--- src/rtl/pwm_cfg_pkg.sv ---
// Shared types and reset constants for the PWM front-panel controller.
package pwm_cfg_pkg;

  // Controller states: wait for a press, edit, offer to PWM, wait for release.
  typedef enum logic [1:0] {
    IDLE    = 2'd0,
    APPLY   = 2'd1,
    COMMIT  = 2'd2,
    RELEASE = 2'd3
  } state_t;

  // Frequency index after reset.
  localparam int FREQ_RST = 0;

  // Duty index after reset is the mid-scale code: 1 << (DUTY_W - DUTY_RST_SHIFT).
  localparam int DUTY_RST_SHIFT = 1;

endpackage

--- src/rtl/pwm_cfg_ctrl_btn_debounce.sv ---
// Button conditioner: 2-FF synchronizer, stability counter and rising-edge pulse.
module btn_debounce #(
  parameter int DEB_CYCLES = 16
) (
  input  logic clk,
  input  logic rst,
  input  logic btn,
  output logic level,
  output logic press
);

  localparam int CNT_W = (DEB_CYCLES > 1) ? $clog2(DEB_CYCLES) : 1;
  localparam logic [CNT_W-1:0] CNT_LAST = CNT_W'(DEB_CYCLES - 1);

  logic             sync1_r;
  logic             sync2_r;
  logic [CNT_W-1:0] cnt_r;
  logic             level_r;
  logic             press_r;

  // Bring the raw asynchronous button into the clock domain.
  always_ff @(posedge clk or negedge rst) begin
    if (!rst) begin
      sync1_r <= 1'b0;
      sync2_r <= 1'b0;
    end else begin
      sync1_r <= btn;
      sync2_r <= sync1_r;
    end
  end

  // Accept a new level only after it has differed from the debounced level for DEB_CYCLES cycles in a row.
  always_ff @(posedge clk or negedge rst) begin
    if (!rst) begin
      cnt_r   <= {CNT_W{1'b0}};
      level_r <= 1'b0;
      press_r <= 1'b0;
    end else if (sync2_r == level_r) begin
      cnt_r   <= {CNT_W{1'b0}};
      press_r <= 1'b0;
    end else if (cnt_r == CNT_LAST) begin
      cnt_r   <= {CNT_W{1'b0}};
      level_r <= sync2_r;
      press_r <= sync2_r;
    end else begin
      cnt_r   <= cnt_r + CNT_W'(1);
      press_r <= 1'b0;
    end
  end

  assign level = level_r;
  assign press = press_r;

endmodule

--- src/rtl/pwm_cfg_ctrl.sv ---
// Front-panel controller: debounced buttons edit frequency/duty indices, which are handed to the PWM generator via valid/ack.
module pwm_cfg_ctrl
  import pwm_cfg_pkg::*;
#(
  parameter int DEB_CYCLES = 16,
  parameter int FREQ_W     = 3,
  parameter int DUTY_W     = 4
) (
  input  logic              clk,
  input  logic              rst,
  input  logic              btn_up,
  input  logic              btn_down,
  input  logic              btn_mode,
  input  logic              hold,
  input  logic              cfg_ack,
  output logic [FREQ_W-1:0] freq_sel,
  output logic [DUTY_W-1:0] duty_sel,
  output logic              mode,
  output logic              cfg_valid,
  output logic              busy
);

  localparam logic [FREQ_W-1:0] FREQ_RST_V = FREQ_W'(FREQ_RST);
  localparam logic [DUTY_W-1:0] DUTY_RST_V = DUTY_W'(1) << (DUTY_W - DUTY_RST_SHIFT);
  localparam logic [FREQ_W-1:0] FREQ_MAX   = {FREQ_W{1'b1}};
  localparam logic [DUTY_W-1:0] DUTY_MAX   = {DUTY_W{1'b1}};

  logic lvl_up_s, lvl_down_s, lvl_mode_s;
  logic ev_up_s, ev_down_s, ev_mode_s;

  btn_debounce #(.DEB_CYCLES(DEB_CYCLES)) u_deb_up (
    .clk(clk), .rst(rst), .btn(btn_up), .level(lvl_up_s), .press(ev_up_s)
  );
  btn_debounce #(.DEB_CYCLES(DEB_CYCLES)) u_deb_down (
    .clk(clk), .rst(rst), .btn(btn_down), .level(lvl_down_s), .press(ev_down_s)
  );
  btn_debounce #(.DEB_CYCLES(DEB_CYCLES)) u_deb_mode (
    .clk(clk), .rst(rst), .btn(btn_mode), .level(lvl_mode_s), .press(ev_mode_s)
  );

  state_t            state_r, state_n;
  logic              mode_r, mode_n;
  logic              dir_up_r, dir_up_n;
  logic [FREQ_W-1:0] pend_freq_r, pend_freq_n, freq_cand_s;
  logic [DUTY_W-1:0] pend_duty_r, pend_duty_n, duty_cand_s;
  logic [FREQ_W-1:0] freq_sel_r, freq_sel_n;
  logic [DUTY_W-1:0] duty_sel_r, duty_sel_n;
  logic              cfg_valid_r, cfg_valid_n;
  logic              busy_r;

  // Register all controller state; reset drops any pending offer at once.
  always_ff @(posedge clk or negedge rst) begin
    if (!rst) begin
      state_r     <= IDLE;
      mode_r      <= 1'b0;
      dir_up_r    <= 1'b0;
      pend_freq_r <= FREQ_RST_V;
      pend_duty_r <= DUTY_RST_V;
      freq_sel_r  <= FREQ_RST_V;
      duty_sel_r  <= DUTY_RST_V;
      cfg_valid_r <= 1'b0;
      busy_r      <= 1'b0;
    end else begin
      state_r     <= state_n;
      mode_r      <= mode_n;
      dir_up_r    <= dir_up_n;
      pend_freq_r <= pend_freq_n;
      pend_duty_r <= pend_duty_n;
      freq_sel_r  <= freq_sel_n;
      duty_sel_r  <= duty_sel_n;
      cfg_valid_r <= cfg_valid_n;
      busy_r      <= (state_n != IDLE);
    end
  end

  // Next-state logic with saturating one-step edit of the selected pending value.
  always_comb begin
    state_n     = state_r;
    mode_n      = mode_r;
    dir_up_n    = dir_up_r;
    pend_freq_n = pend_freq_r;
    pend_duty_n = pend_duty_r;
    freq_sel_n  = freq_sel_r;
    duty_sel_n  = duty_sel_r;
    cfg_valid_n = cfg_valid_r;

    if (dir_up_r) begin
      freq_cand_s = (pend_freq_r == FREQ_MAX) ? pend_freq_r : pend_freq_r + FREQ_W'(1);
      duty_cand_s = (pend_duty_r == DUTY_MAX) ? pend_duty_r : pend_duty_r + DUTY_W'(1);
    end else begin
      freq_cand_s = (pend_freq_r == {FREQ_W{1'b0}}) ? pend_freq_r : pend_freq_r - FREQ_W'(1);
      duty_cand_s = (pend_duty_r == {DUTY_W{1'b0}}) ? pend_duty_r : pend_duty_r - DUTY_W'(1);
    end

    case (state_r)
      IDLE: begin
        if (!hold && ev_mode_s) begin
          mode_n  = ~mode_r;
          state_n = RELEASE;
        end else if (!hold && (ev_up_s ^ ev_down_s)) begin
          dir_up_n = ev_up_s;
          state_n  = APPLY;
        end else begin
          state_n = IDLE;
        end
      end
      APPLY: begin
        if (!mode_r) begin
          if (freq_cand_s == pend_freq_r) begin
            state_n = RELEASE;
          end else begin
            pend_freq_n = freq_cand_s;
            cfg_valid_n = 1'b1;
            state_n     = COMMIT;
          end
        end else begin
          if (duty_cand_s == pend_duty_r) begin
            state_n = RELEASE;
          end else begin
            pend_duty_n = duty_cand_s;
            cfg_valid_n = 1'b1;
            state_n     = COMMIT;
          end
        end
      end
      COMMIT: begin
        if (cfg_ack) begin
          freq_sel_n  = pend_freq_r;
          duty_sel_n  = pend_duty_r;
          cfg_valid_n = 1'b0;
          state_n     = RELEASE;
        end else begin
          state_n = COMMIT;
        end
      end
      RELEASE: begin
        if (!lvl_up_s && !lvl_down_s && !lvl_mode_s) begin
          state_n = IDLE;
        end else begin
          state_n = RELEASE;
        end
      end
      default: begin
        state_n     = IDLE;
        cfg_valid_n = 1'b0;
      end
    endcase
  end

  assign freq_sel  = freq_sel_r;
  assign duty_sel  = duty_sel_r;
  assign mode      = mode_r;
  assign cfg_valid = cfg_valid_r;
  assign busy      = busy_r;

endmodule
--- config.mk ---
export PLATFORM = sky130hd
export DESIGN_NAME = pwm_cfg_ctrl
export DESIGN_NICKNAME = d
export VERILOG_FILES = /design/src/rtl/pwm_cfg_pkg.sv /design/src/rtl/pwm_cfg_ctrl_btn_debounce.sv /design/src/rtl/pwm_cfg_ctrl.sv
export SDC_FILE = /design/constraint.sdc
export NUM_CORES = 1
export LEC_CHECK = 0
export ABC_AREA = 1
export CAP_MARGIN = 0
export CELL_PAD_IN_SITES_DETAIL_PLACEMENT = 0
export CELL_PAD_IN_SITES_GLOBAL_PLACEMENT = 1
export CORE_MARGIN = 2
export CORE_UTILIZATION = 39
export CTS_CLUSTER_SIZE = 24
export DETAILED_ROUTE_END_ITERATION = 10
export PLACE_DENSITY_LB_ADDON = 0.08
export SYNTH_ARGS = -nofsm -noshare
export SYNTH_HDL_FRONTEND = slang
export SYNTH_SLANG_ARGS = --single-unit
export TNS_END_PERCENT = 10
--- constraint.sdc ---
create_clock -name clk -period 1.4 [get_ports clk]
set_clock_uncertainty 0.05 [all_clocks]
set_input_delay 0.28 -clock clk [delete_from_list [all_inputs] [get_ports clk]]
set_output_delay 0.28 -clock clk [all_outputs]
set_load 0.005 [all_outputs]
==> out/results.ini <==
[global_routing]
grt_pass1_wl_mm = 6.50
grt_pass1_vias = 1531
grt_antenna_before_repair = 0
grtUsageTotal = 0.137
grt_start_max_net_pins = 45
overflow = 0

[placement]
dp_hpwl_mm = 2.66
gp_congestion = 0.746
dpl_worst_slack_ns = -0.0607
place_area_mm2 = 0.00240
io_buffers = 16

[floorplan]
coreArea_mm2 = 0.00507
die_y_um = 76.4
die_w_um = 76.4
initial_core_util = 0.403
fp-row-count = 26
dieArea_mm2 = 0.00584
io_pins = 17

[synth]
yosys_warnings = 0
yosys.area.top_type = dfrtp_1
syn-num-nets = 243
seq_area_frac_synth = 0.540
yosysTopAreaCellShare = 0.514
synthCells = 228
synth.avg_cell_area_um2 = 8.97
synth_area_leaders = dfrtp_1 (51%), nand2_1 (9.7%), ha_1 (4.9%)
ys_seq_elements = 44
ys_types = 25
synthesis.area_mm2 = 0.00204

[critical_path]
r2r_end = pend_duty_r[1]$_DFFE_PN0P_
path_cells = clkdlybuf4s15_1
crit_slowest_cell = dfstp_2
crit_path_end_kind = output port
crit_buf_inv = 1
cp-start-kind = register
critPathTopFamily = flip-flops
max_stage_delay_ns = 0.53
crit_type = register to output port
crit_required_ns = 1.07
reg2reg_depth = 5
r2r_start = pend_duty_r[3]$_DFFE_PN1P_
critical_path_arrival_ns = 1.01
rrSetupSlack_ns = 0.07
cp_max_fo = 2

[pwr]
p_per_area_mw_per_mm2 = 1190
leakage_uw = 0.00128
peakVddDrop_mv = 0.638

[hold_path]
hold_end = u_deb_up.sync2_r$_DFF_PN0_
hold_start = u_deb_up.sync1_r$_DFF_PN0_
hold_depth = 0
hold_class = register to register

[sta]
worst_slack_ns = 0.0554
period_minus_slack_ns = 1.34
hold_viol = 0
period_share = 0.960
drv_slew = 0
maxSlewHeadroom = 0.775
worst_pin_slew_ns = 0.336
holdWs_ns = 0.303
max_freq_ghz = 0.744
setup_viol = 0

[clocking]
cts-htree-levels = 2
cts_buffers = 5
ctsRootBufferMaster = clkbuf_8
path_clk_slew_ns = 0.08
clock_latency_ns = 0.29
cts_tree = done
clock_path_buffers = 2
cts_sinks = 44

[routing]
viasPerCell = 4.51
drc = 0
num_vias = 1530
final_antenna_net_count = 0
routed_wl_mm = 3.63
firstDrtPassIters = 4
wl_per_cell_um = 10.7
dr.first_iter.drc_count = 66

[outcome]
status = finished, final reports clean

[run]
cap_violations = 0

[layout]
areaGrowthSynthToFinish_pct = 26.7
fin_nets = 283
fin_util = 0.510
n_fill_cell = 495
n_antenna_cell = 0
drive_gt1_frac = 0.208
fin_area_mm2 = 0.00259

-- worst max-delay path by stage --
| stage | from | end | slack, ns | cells after the start |
|---|---|---|---|---|
| 2_1_floorplan | pend_duty_r[0]$_DFFE_PN0P_ | pend_duty_r[1]$_DFFE_PN0P_ | 0.04 | 9 |
| 3_3_place_gp | hold | dir_up_r$_DFFE_PN0P_ | -0.04 | 7 |
| 3_5_place_dp | hold | dir_up_r$_DFFE_PN0P_ | -0.06 | 7 |
| 4_1_cts | pend_duty_r[1]$_DFFE_PN0P_ | pend_duty_r[1]$_DFFE_PN0P_ | 0.01 | 8 |
| 5_1_grt | pend_duty_r[1]$_DFFE_PN0P_ | pend_duty_r[1]$_DFFE_PN0P_ | -0.01 | 9 |
| 6_report | duty_sel[3]$_DFFE_PN1P_ | duty_sel[3] | 0.06 | 1 |
-- cells in the final DEF (no fill, tap or decap), types with 3 or more instances in the layout --
master and count:
nand2_1 52, dfrtp_1 40, nor2_1 23, inv_1 20, nand3_1 18, buf_4 16, o21ai_0 13, inv_2 10
dlygate4sd2_1 9, xor2_1 7, clkbuf_8 7, ha_1 6, o21ai_1 5, clkdlybuf4s50_1 5, nand2_2 4, a21oi_1 4
xnor2_1 3, or2_2 3, o211ai_1 3
-- logic make-up after synthesis --
group / share of synthesized area
compound gates: 0.0679
buf+inv: 0.0575
flops: 0.540
simple gates: 0.235
fa+ha+maj: 0.0490
xor+xnor: 0.0508
-- where the power goes --
group          switching (uW)  total, uW  leakage (uW)  internal [uW]
logic                     341        584      0.000647            244
clock network             424       1050     0.0000645            630
registers                72.4       1450      0.000569           1380
total                     838       3090       0.00128           2250
-- Yosys cell counts --
| master | instances |
|---|---|
| nor2_4 | 1 |
| nand2_2 | 3 |
| nor2_2 | 1 |
| ha_1 | 8 |
| inv_1 | 22 |
| nand3_2 | 2 |
| buf_2 | 1 |
| o211ai_1 | 3 |
| nand4_1 | 1 |
| nand2_1 | 53 |
| o22ai_1 | 1 |
| o21ai_0 | 13 |
| dfrtp_1 | 42 |
| nand2_4 | 1 |
| o21ai_1 | 5 |
| nor3b_1 | 1 |
| nand3_1 | 19 |
| xor2_1 | 7 |
| a21oi_1 | 4 |
| xor2_2 | 1 |
| or2_2 | 3 |
| nor2_1 | 23 |
| dfstp_2 | 2 |
| inv_2 | 8 |
| xnor2_1 | 3 |
-- state kept, by name, indices dropped and copies added (netlist names), 2 cells and up --
name / cells
freq_sel: 3
duty_sel: 4
u_deb_up.cnt_r: 4
pend_duty_r: 4
state_r: 2
u_deb_mode.cnt_r: 4
u_deb_down.cnt_r: 4
pend_freq_r: 3
-- worst register-to-register path, cell delays in order (launching register included) --
cell,delay (ns)
dfstp_2,0.60
nand3_2,0.11
buf_4,0.15
o211ai_1,0.18
nand3_2,0.11
nand2_1,0.07
-- per-stage QoR --
step / instances / setup TNS, ns / total power, uW
finish: 339 / 0 / 3090
global route: 339 / -0.0112 / 3270
CTS: 337 / 0 / 3130
detailed placement: 327 / -0.0607 / 2060
global placement: 327 / -0.0405 / 2050
floorplan: 228 / 0 / 1830
-- final cells by class --
type,count,area (um2),area share
Sequential cell,44,1110,0.427
Multi-Input combinational cell,153,863,0.333
Timing Repair Buffer,34,294,0.114
Inverter,30,113,0.0435
Clock buffer,7,96.3,0.0372
Tap cell,70,87.6,0.0338
Clock inverter,1,30.0,0.0116
-- layer usage --
layer | part of all wire | GRT usage | vias to the layer above
li1 | - | - | 799
met1 | 0.47 | 0.164 | 703
met2 | 0.48 | 0.242 | 22
met3 | 0.035 | 0.0367 | 6
met4 | 0.013 | 0.0436 | 0
met5 | 0 | 0 | -
-- what timing repair did --
item                                   in CTS  in global routing
endpoints found under the hold margin      42                  0
setup endpoints to repair                  11                  7
pin swaps                                   0                  3
buffers inserted                            1                  2
resized for setup                          14                  8
hold buffers                                1                  0
(Power assumes the default switching activity.)
